**src/rtl/svc_bench_mon.sv**
```systemverilog
`default_nettype none
// ============================================================================
// Module   : svc_bench_mon
// Brief    : Multi-channel benchmark monitor: per-region cycle/instret
//            counters, firmware exit code and a kickable watchdog behind a
//            small MMIO port. Define SVC_BENCH_MON_TRACE_EN for sim trace.
// Revision : 1.0 - initial release
// ============================================================================
module svc_bench_mon #(
    parameter int NUM_CH          = 4,
    parameter int CNT_WIDTH       = 48,
    parameter int WATCHDOG_CYCLES = 100_000_000,
    parameter int WDOG_WIDTH      = 32,
    parameter     PREFIX          = "bench"
) (
    input  logic        clk,
    input  logic        rst,
    input  logic        wr_en,
    input  logic [1:0]  wr_addr,
    input  logic [31:0] wr_data,
    input  logic        rd_en,
    input  logic [5:0]  rd_addr,
    output logic [31:0] rd_data,
    output logic        rd_valid,
    input  logic        retire,
    output logic        done,
    output logic [7:0]  exit_code,
    output logic        wdog_expired,
    output logic        cmd_err
);

    typedef enum logic [1:0] {
        ST_IDLE    = 2'd0,
        ST_RUNNING = 2'd1,
        ST_STOPPED = 2'd2
    } state_t;

    localparam logic [1:0] c_op_start = 2'd1;
    localparam logic [1:0] c_op_stop  = 2'd2;
    localparam logic [1:0] c_op_clear = 2'd3;

    state_t               r_state     [NUM_CH];
    state_t               w_state_nxt [NUM_CH];
    logic [CNT_WIDTH-1:0] r_cyc       [NUM_CH];
    logic [CNT_WIDTH-1:0] r_ret       [NUM_CH];
    logic [NUM_CH-1:0]    w_clear;
    logic                 w_err;

    logic        r_done, r_wdog_expired, r_cmd_err, r_rd_valid;
    logic [7:0]  r_exit_code;
    logic [31:0] r_rd_data;
    logic [31:0] r_shadow;
    logic [4:0]  r_shadow_tag;
    logic        r_shadow_vld;

    logic       w_cmd, w_kick, w_exit, w_ch_ok, w_freeze, w_wd_expire;
    logic [1:0] w_op;
    logic [3:0] w_ch;

    assign w_cmd    = wr_en && (wr_addr == 2'd0);
    assign w_kick   = wr_en && (wr_addr == 2'd1);
    assign w_exit   = wr_en && (wr_addr == 2'd2);
    assign w_op     = wr_data[1:0];
    assign w_ch     = wr_data[7:4];
    assign w_ch_ok  = ({1'b0, w_ch} < 5'(NUM_CH));
    assign w_freeze = r_done | r_wdog_expired;

    always_comb begin
        w_err   = w_cmd && !w_ch_ok;
        w_clear = '0;
        for (int i = 0; i < NUM_CH; i++) begin
            w_state_nxt[i] = r_state[i];
            if (w_cmd && (w_ch == 4'(i))) begin
                case (w_op)
                    c_op_start: begin
                        if (r_state[i] == ST_RUNNING) w_err = 1'b1;
                        else                          w_state_nxt[i] = ST_RUNNING;
                    end
                    c_op_stop: begin
                        if (r_state[i] == ST_RUNNING) w_state_nxt[i] = ST_STOPPED;
                        else                          w_err = 1'b1;
                    end
                    c_op_clear: begin
                        w_state_nxt[i] = ST_IDLE;
                        w_clear[i]     = 1'b1;
                    end
                    default: ;
                endcase
            end
        end
    end

    always_ff @(posedge clk or posedge rst) begin
        if (rst) begin
            for (int i = 0; i < NUM_CH; i++) r_state[i] <= ST_IDLE;
        end else begin
            for (int i = 0; i < NUM_CH; i++) r_state[i] <= w_state_nxt[i];
        end
    end

    // Counting keys off the pre-write state: a START edge is not counted, a STOP edge is.
    always_ff @(posedge clk or posedge rst) begin
        if (rst) begin
            for (int i = 0; i < NUM_CH; i++) begin
                r_cyc[i] <= '0;
                r_ret[i] <= '0;
            end
        end else begin
            for (int i = 0; i < NUM_CH; i++) begin
                if (w_clear[i]) begin
                    r_cyc[i] <= '0;
                    r_ret[i] <= '0;
                end else if ((r_state[i] == ST_RUNNING) && !w_freeze) begin
                    if (r_cyc[i] != '1)            r_cyc[i] <= r_cyc[i] + 1'b1;
                    if (retire && (r_ret[i] != '1)) r_ret[i] <= r_ret[i] + 1'b1;
                end
            end
        end
    end

    generate
        if (WATCHDOG_CYCLES == 0) begin : g_wdog_off
            assign w_wd_expire = 1'b0;
        end else begin : g_wdog_on
            localparam logic [WDOG_WIDTH-1:0] c_wd_last = WDOG_WIDTH'(WATCHDOG_CYCLES - 1);
            logic [WDOG_WIDTH-1:0] r_wd_cnt;

            always_ff @(posedge clk or posedge rst) begin
                if (rst)            r_wd_cnt <= '0;
                else if (w_kick)    r_wd_cnt <= '0;
                else if (!w_freeze) r_wd_cnt <= r_wd_cnt + 1'b1;
            end

            assign w_wd_expire = !w_freeze && !w_kick && (r_wd_cnt == c_wd_last);
        end
    endgenerate

    always_ff @(posedge clk or posedge rst) begin
        if (rst) begin
            r_done         <= 1'b0;
            r_exit_code    <= '0;
            r_wdog_expired <= 1'b0;
            r_cmd_err      <= 1'b0;
        end else begin
            if (w_err)       r_cmd_err      <= 1'b1;
            if (w_wd_expire) r_wdog_expired <= 1'b1;
            if (w_exit) begin
                r_done      <= 1'b1;
                r_exit_code <= wr_data[7:0];
            end
        end
    end

    logic [3:0]  w_rd_ch;
    logic [1:0]  w_rd_sel;
    logic [4:0]  w_rd_tag;
    logic        w_rd_ch_ok, w_shadow_hit;
    logic [63:0] w_rd_cnt;

    assign w_rd_ch      = rd_addr[5:2];
    assign w_rd_sel     = rd_addr[1:0];
    assign w_rd_tag     = {w_rd_ch, w_rd_sel[1]};
    assign w_rd_ch_ok   = ({1'b0, w_rd_ch} < 5'(NUM_CH));
    assign w_shadow_hit = r_shadow_vld && (r_shadow_tag == w_rd_tag);

    always_comb begin
        w_rd_cnt = '0;
        for (int i = 0; i < NUM_CH; i++) begin
            if (w_rd_ch == 4'(i)) w_rd_cnt = w_rd_sel[1] ? 64'(r_ret[i]) : 64'(r_cyc[i]);
        end
    end

    // The shadow is consumed by the first hi read that follows the lo read.
    always_ff @(posedge clk or posedge rst) begin
        if (rst) begin
            r_rd_valid   <= 1'b0;
            r_rd_data    <= '0;
            r_shadow     <= '0;
            r_shadow_tag <= '0;
            r_shadow_vld <= 1'b0;
        end else begin
            r_rd_valid <= rd_en;
            if (rd_en) begin
                if (!w_rd_sel[0]) begin
                    r_rd_data    <= w_rd_cnt[31:0];
                    r_shadow     <= w_rd_cnt[63:32];
                    r_shadow_tag <= w_rd_tag;
                    r_shadow_vld <= w_rd_ch_ok;
                end else begin
                    r_rd_data    <= w_shadow_hit ? r_shadow : w_rd_cnt[63:32];
                    r_shadow_vld <= 1'b0;
                end
            end
        end
    end

    assign rd_data      = r_rd_data;
    assign rd_valid     = r_rd_valid;
    assign done         = r_done;
    assign exit_code    = r_exit_code;
    assign wdog_expired = r_wdog_expired;
    assign cmd_err      = r_cmd_err;

    logic w_unused;
    assign w_unused = ^{wr_data[31:8], wr_data[3:2], w_kick, PREFIX, 32'(WDOG_WIDTH)};

`ifdef SVC_BENCH_MON_TRACE_EN
    logic [63:0] w_tr_cyc, w_tr_ret;

    always_comb begin
        w_tr_cyc = '0;
        w_tr_ret = '0;
        for (int i = 0; i < NUM_CH; i++) begin
            if (w_ch == 4'(i)) begin
                w_tr_cyc = 64'(r_cyc[i]);
                w_tr_ret = 64'(r_ret[i]);
            end
        end
    end

    always @(posedge clk) begin
        if (!rst) begin
            if (w_cmd && w_ch_ok && (w_op != 2'd0))
                $display("%s @%0t ch%0d op=%0d cyc=%0d ret=%0d",
                         PREFIX, $time, w_ch, w_op, w_tr_cyc, w_tr_ret);
            if (w_exit && !r_done)
                $display("%s @%0t done code=%0d ch%0d cyc=%0d ret=%0d",
                         PREFIX, $time, wr_data[7:0], w_ch, w_tr_cyc, w_tr_ret);
            if (w_wd_expire)
                $display("%s @%0t watchdog expired ch%0d cyc=%0d ret=%0d",
                         PREFIX, $time, w_ch, w_tr_cyc, w_tr_ret);
        end
    end
`endif

endmodule
`default_nettype wire
```
**config.mk**
```make
export PLATFORM = sky130hd
export DESIGN_NAME = svc_bench_mon
export DESIGN_NICKNAME = d
export VERILOG_FILES = /design/src/rtl/svc_bench_mon.sv
export SDC_FILE = /design/constraint.sdc
export NUM_CORES = 2
export LEC_CHECK = 0
export CAP_MARGIN = 20
export CELL_PAD_IN_SITES_DETAIL_PLACEMENT = 1
export CELL_PAD_IN_SITES_GLOBAL_PLACEMENT = 1
export CORE_MARGIN = 2
export CORE_UTILIZATION = 44
export CTS_CLUSTER_DIAMETER = 40
export DETAILED_ROUTE_END_ITERATION = 8
export GPL_TIMING_DRIVEN = 1
export PLACE_DENSITY = 0.87
export REMOVE_ABC_BUFFERS = 1
export SYNTH_ARGS = -nofsm -noshare
export SYNTH_HDL_FRONTEND = slang
export SYNTH_SLANG_ARGS = --single-unit
```
**constraint.sdc**
```tcl
create_clock -name clk -period 17.2 [get_ports clk]
set_input_delay 3.44 -clock clk [delete_from_list [all_inputs] [get_ports clk]]
set_output_delay 3.44 -clock clk [all_outputs]
set_load 0.01 [all_outputs]
```
======== Word level (Yosys, flattened, before mapping) ========
Cells that the tools add are included.
word-level totals
  flip-flop bits (word level) ............. 506
  input bits .............................. 45
  output and inout bits ................... 44
  word-level logic and storage cells ...... 190
operators by class
  add/sub/neg operators ................... 9
  $lt $le $gt $ge ......................... 2
  equal/unequal tests ..................... 34
  mux-type cells .......................... 70
  bitwise operators ....................... 2
  reduce and logical (&&, ||, !) cells .... 51
operators with widths
  cell                                                                      count
  48-bit 2-to-1 mux                                                         29
  48-bit by 1-bit adder with 48-bit output (second input constant)          8
  48-bit inequality test (second input constant)                            8
  64-bit 2-to-1 mux                                                         3
  32-bit 2-to-1 mux                                                         4
  32-bit by 1-bit adder with 32-bit output (second input constant)          1
  32-bit by 27-bit equality test with 1-bit output (second input constant)  1
  2-bit case mux with 3 select lines                                        4
  2-bit nonzero test                                                        12
  1-bit logical AND                                                         19
  1-bit 2-to-1 mux                                                          18
  2-bit inequality test (second input constant)                             9
  2-bit AND reduction                                                       9
  4-bit by 2-bit equality test with 1-bit output (second input constant)    4
  2-bit 2-to-1 mux                                                          8
  4-bit AND reduction                                                       4
  2-bit by 1-bit equality test with 1-bit output (second input constant)    6
  4-bit by 1-bit equality test with 1-bit output (second input constant)    2
  4-bit logical NOT                                                         2
  4-bit by 3-bit < comparator with 1-bit output (second input constant)     2
  1-bit case mux with 2 select lines                                        4
  2-bit equality test (second input constant)                               3
  5-bit equality test                                                       1
  1-bit logical NOT                                                         3
  other kinds (4)                                                           4

======== Depth between registers and ports, before layout ========
  depth after elaboration ................. 15
  depth in mapped cells ................... 10
  mapped depth without buffers ............ 7

======== Worst setup path before layout ========
No wires, ideal clock.
  kind .................................... input-to-reg
  from .................................... in wr_data[0]
  to ...................................... reg r_cyc[166] (netlist name)
  library setup time ...................... 79 ps
  data arrival time ....................... 5470 ps
  data required time ...................... 17121 ps
  slack ................................... 11651 ps
  cell stages on the path ................. 9
  path buffers ............................ 2
  path through ............................ ha_1 > nor4b_1 > and2_1 > clkbuf_1 > or4b_2 > clkbuf_1 > o211ai_1 > or2_2 > mux2i_1
between the ends
  cells in the longest elaborated chain, start to end .. 5
  elaborated cells on any way between the ends .. 7
  those cells by class .................... eq/ne (1); mux (3); reduce/logical (3)
RTL lines
  element                               line  source
  from (decl)                           20    input logic [31:0] wr_data,
  2-bit equality test (*)               74    case (w_op)
  1-bit 2-to-1 mux (*)                  74
  1-bit 2-to-1 mux (*)                  73    if (w_cmd && (w_ch == 4'(i))) begin
  2-bit nonzero test (no source line)   --
  2-bit AND reduction (no source line)  --
  to (signal, indexed assignment)       105   r_cyc[i] <= '0;
  to (signal, indexed assignment)       111   r_cyc[i] <= '0;
  to (decl)                             44    logic [CNT_WIDTH-1:0] r_cyc [NUM_CH];
Every way passes the cells marked *; elsewhere a longest branch is shown, timed or not.
A chain may end at the register's enable or synchronous reset.

======== Worst setup path in the final report ========
  from .................................... in rd_addr[1]
  to ...................................... reg r_rd_data[27], in the netlist rd_data[27]
between the ends
  cells in the longest elaborated chain, start to end .. 6
  elaborated cells on any way between the ends .. 12
  those cells by class .................... eq/ne (1); mux (10); reduce/logical (1)
RTL lines
  element                         line  source
  from (decl)                     22    input logic [5:0] rd_addr,
  48-bit 2-to-1 mux (2 in a row)  169   if (w_rd_ch == 4'(i)) w_rd_cnt = w_rd_sel[1] ? 64'(r_ret[i]) : 64'(r_cyc[i]);
  64-bit 2-to-1 mux (3 in a row)  169
  32-bit 2-to-1 mux (*)           184   if (!w_rd_sel[0]) begin
  to (signal assigned)            185   r_rd_data <= w_rd_cnt[31:0];
  to (signal assigned)            190   r_rd_data <= w_shadow_hit ? r_shadow : w_rd_cnt[63:32];
  to (decl)                       51    logic [31:0] r_rd_data;
Marked as above.

==> Implementation_results.wiki <==
{| class="wikitable"
! Metric !! Value
|-
| Violation count after the first detailed-routing iteration || 3,030
|-
| Maximum cell stage delay along the critical path || 0.87 ns
|-
| Floorplan row count || 93
|-
| Highest-count cells in the layout ignoring fill and taps || 490 x sky130_fd_sc_hd__dfrtp_1, 377 x sky130_fd_sc_hd__nor2_1, 249 x sky130_fd_sc_hd__nand2_1
|-
| Slowest library cell on the worst path || sky130_fd_sc_hd__buf_4
|-
| Remaining Overflow, GRT || 0
|-
| Class of the worst hold path || reg2reg
|-
| Syn Inst Count || 3,146
|-
| Dominant register cell in the synthesized netlist || sky130_fd_sc_hd__dfrtp_1
|-
| Maximum number of pins on one net before global-route repair || 170
|-
| Number of placed instances with taps included || 3,920
|-
| Count of pins over their slew limit || 0
|-
| Initial cell density of the core || 0.446
|-
| Routability cong. || 0.978
|-
| Hold_buf cts || 0
|-
| Post-synthesis cell area || 28,800 sq um
|-
| Result of the run || finished, final reports clean
|-
| Wire length per cell || 26.7 microns
|-
| Worst slew pin tran || 1.20 ns
|-
| Number of global-route vias before repair || 27,800
|-
| Crit Path Max Fanout || 68
|-
| Proportion of power drawn by the clock network || 0.541
|-
| Internal power || 2550 uW
|-
| Start point of the worst hold path || cmd_err
|-
| Post-cts gate resize count || 0
|-
| Reported net switching power || 962 uW
|-
| Final Non-Filler Cells || 4,092
|-
| VDD IR-drop max || 0.0000666 V
|-
| Worst EP required || 17.72 ns
|-
| Leakage power summed over all cells || 0.0135 uW
|-
| Gate power share || 0.095
|-
| GRT Overall Usage || 0.321
|-
| Total area of multi-input combinational cells || 15,700 sq um
|-
| Core area || 64,600 sq um
|-
| Asr flop ratio synth || 1.00
|-
| Ratio of total power to cell area || 105 nW/um^2
|-
| DP Worst Slack || 9.45 ns
|-
| DPL Wire Length || 72,700 microns
|-
| Wire length of the first global-routing pass || 168,000 microns
|-
| Number of I/O port buffers || 64
|-
| Crit path top cell by count || sky130_fd_sc_hd__buf_4
|-
| Num CTS Buffers || 92
|-
| Detailed-route DRC error count || 0
|-
| Warnings from Yosys || 0
|-
| Final ANT Viol Nets || 0
|-
| Yosys cell types || 86
|-
| Count of state elements after synthesis || 490
|-
| Vias per cell || 6.64
|-
| Share of total power consumed by net switching || 0.274
|-
| Number of buffers inserted by post-CTS setup repair || 0
|-
| CP cell instances || buf_6, buf_4, buf_4, inv_1, a221oi_1, o22ai_1, a22o_1
|-
| Max-slew headroom || 0.199
|-
| Fmax || 144 MHz
|-
| Combined flip-flop and latch cell area || 12,300 sq um
|-
| Area Growth Syn to Fin || 15.9%
|-
| IO Count || 89
|-
| Total negative slack || 0 ns
|-
| Htree depth || 3
|-
| Final WS setup || 10.27 ns
|-
| Initial antenna violation count || 3
|-
| Critical Path AT || 7.45 ns
|-
| Kind of start point of the critical path || primary input
|-
| Total of fill cells in the finished design || 7,246
|-
| Avg Synthesized Cell Area || 9.15 sq um
|-
| Chip width || 260 microns
|-
| Total via count after detailed routing || 27,200
|-
| Overall power of the completed layout || 3510 uW
|-
| Deepest clock path buffer count || 3
|-
| Fraction of the yosys area taken by sequential cells || 0.426
|-
| Total Die Area || 67,500 sq um
|-
| Setup Crit Path Kind || in2reg
|-
| Startpoint of the most critical register-to-register path || r_ret[36]
|-
| Root Driver || sky130_fd_sc_hd__clkbuf_16
|-
| Number of enable flip-flop cells after synthesis || 0
|-
| Chip Height || 260 microns
|-
| Aggregate routed wire length || 109,000 microns
|-
| Worst Setup End Kind || flip-flop
|-
| Top post-synthesis cells by area || sky130_fd_sc_hd__dfrtp_1 43%, sky130_fd_sc_hd__nor2_1 5.0%, sky130_fd_sc_hd__xor2_1 4.8%
|-
| Final critical-path share of the clock period || 0.403
|-
| Skew final || 0.0334 ns
|-
| Final critical path time including I/O delays and setup || 6.93 ns
|-
| Total count of hold-check failures in the final report || 0
|-
| Source of the critical timing path || rd_addr[1]
|-
| Worst-Skew Late Latency || 0.66 ns
|-
| Fraction of final layout cells sized beyond drive strength 1 || 0.0933
|-
| Finish-stage setup viols || 0
|-
| Final core utilization || 0.517
|-
| Sequential share of power || 0.364
|-
| TritonRoute pass-1 iters || 5
|-
| Commonest non-fill, non-tap cell in the layout || sky130_fd_sc_hd__dfrtp_1
|-
| Total of max-cap violations || 0
|-
| Cell taking the most area after synthesis || sky130_fd_sc_hd__dfrtp_1
|-
| Number of nets in the finished design || 3,220
|-
| Proportion of netlist area held by the largest area contributor || 0.426
|-
| Unrepaired setup endpoints after global routing || no
|-
| # clock sinks || 490
|-
| Clock tree from TritonCTS || done
|-
| Reg clk slew, reported paths || 0.05 ns
|-
| Antenna fix cells || 0
|}
[metal layers]
metal	track usage	part of all wire	routed length (microns)	up-vias
met4	0.194	0.068	7480	4
met3	0.0729	0.090	9830	331
met1	0.409	0.39	42500	13800
met5	0	0.00029	32	-
met2	0.498	0.45	49400	1384
li1	-	-	-	11600
[critical path: cells and delay by family]
family | cells | cell delay (ns)
buffers and inverters | 4 | 2.58
AOI/OAI and AO/OA | 3 | 1.30
[flip-flops by register name (all words and copies together), names as in the netlist, 5 cells and up]
name,flops
r_state,8
r_cyc,192
rd_data,32
r_shadow,16
g_wdog_on.r_wd_cnt,32
r_ret,192
exit_code,8
r_shadow_tag,5
[final cells by class]
cell class	instances	area share
Clock buffer	116	0.0747
Clock inverter	53	0.0212
Inverter	43	0.00506
Multi-Input combinational cell	2427	0.470
Sequential cell	490	0.367
Tap cell	855	0.0321
Timing Repair Buffer	108	0.0299
[Yosys cell counts, drive strengths merged (18+ instances only)]
cell / number
o31ai: 23
xnor2: 129
nand4: 160
buf: 38
clkbuf: 148
or4: 44
xor2: 157
or3: 62
o22ai: 19
o21ai: 125
nor2: 380
a211oi: 18
a221oi: 39
and3: 72
nand2: 250
and4: 45
dfrtp: 490
mux2i: 111
mux4: 30
nand3: 206
nor4: 79
o221ai: 23
o211ai: 29
nor3: 80
inv: 42
a21oi: 114
and2: 36
nand2b: 19
[worst paths after layout]
check                      depth (start not counted)  slack (ns)                     end
max                                                7       10.27             rd_data[27]
min                                                1        0.48                 cmd_err
max reg2reg                                        6       13.83                r_ret[1]
min reg2reg                                        1        0.48                 cmd_err
max in group asynchronous                          4       11.66              r_ret[155]
min in group asynchronous                          2        3.30  g_wdog_on.r_wd_cnt[23]
[power groups by stage]
| stage | clock network, uW | logic [uW] | registers [uW] |
|---|---|---|---|
| after global placement | 0 | 306 | 1290 |
| after floorplan | 0 | 188 | 1270 |
| final | 1900 | 334 | 1280 |
| after global routing | 1970 | 360 | 1280 |
| after detailed placement | 0 | 320 | 1290 |
| after CTS | 1910 | 327 | 1270 |
[per-stage QoR]
stage	cell area (sq um)	hold WS [ns]
after CTS	33300	0.479
after global placement	30100	0.462
final	33400	0.475
after detailed placement	30100	0.456
after floorplan	28000	0.449
after global routing	33400	0.514
[cell families after synthesis]
| kind of cell | share of synthesized area |
|---|---|
| flip-flops | 0.426 |
| AO/OA/AOI/OAI | 0.107 |
| adder cells (fa/ha/maj) | 0.00565 |
| AND/OR/NAND/NOR | 0.274 |
| buffers and inverters | 0.0314 |
| XOR/XNOR | 0.0870 |
| multiplexers | 0.0687 |
(Power assumes the default switching activity.)
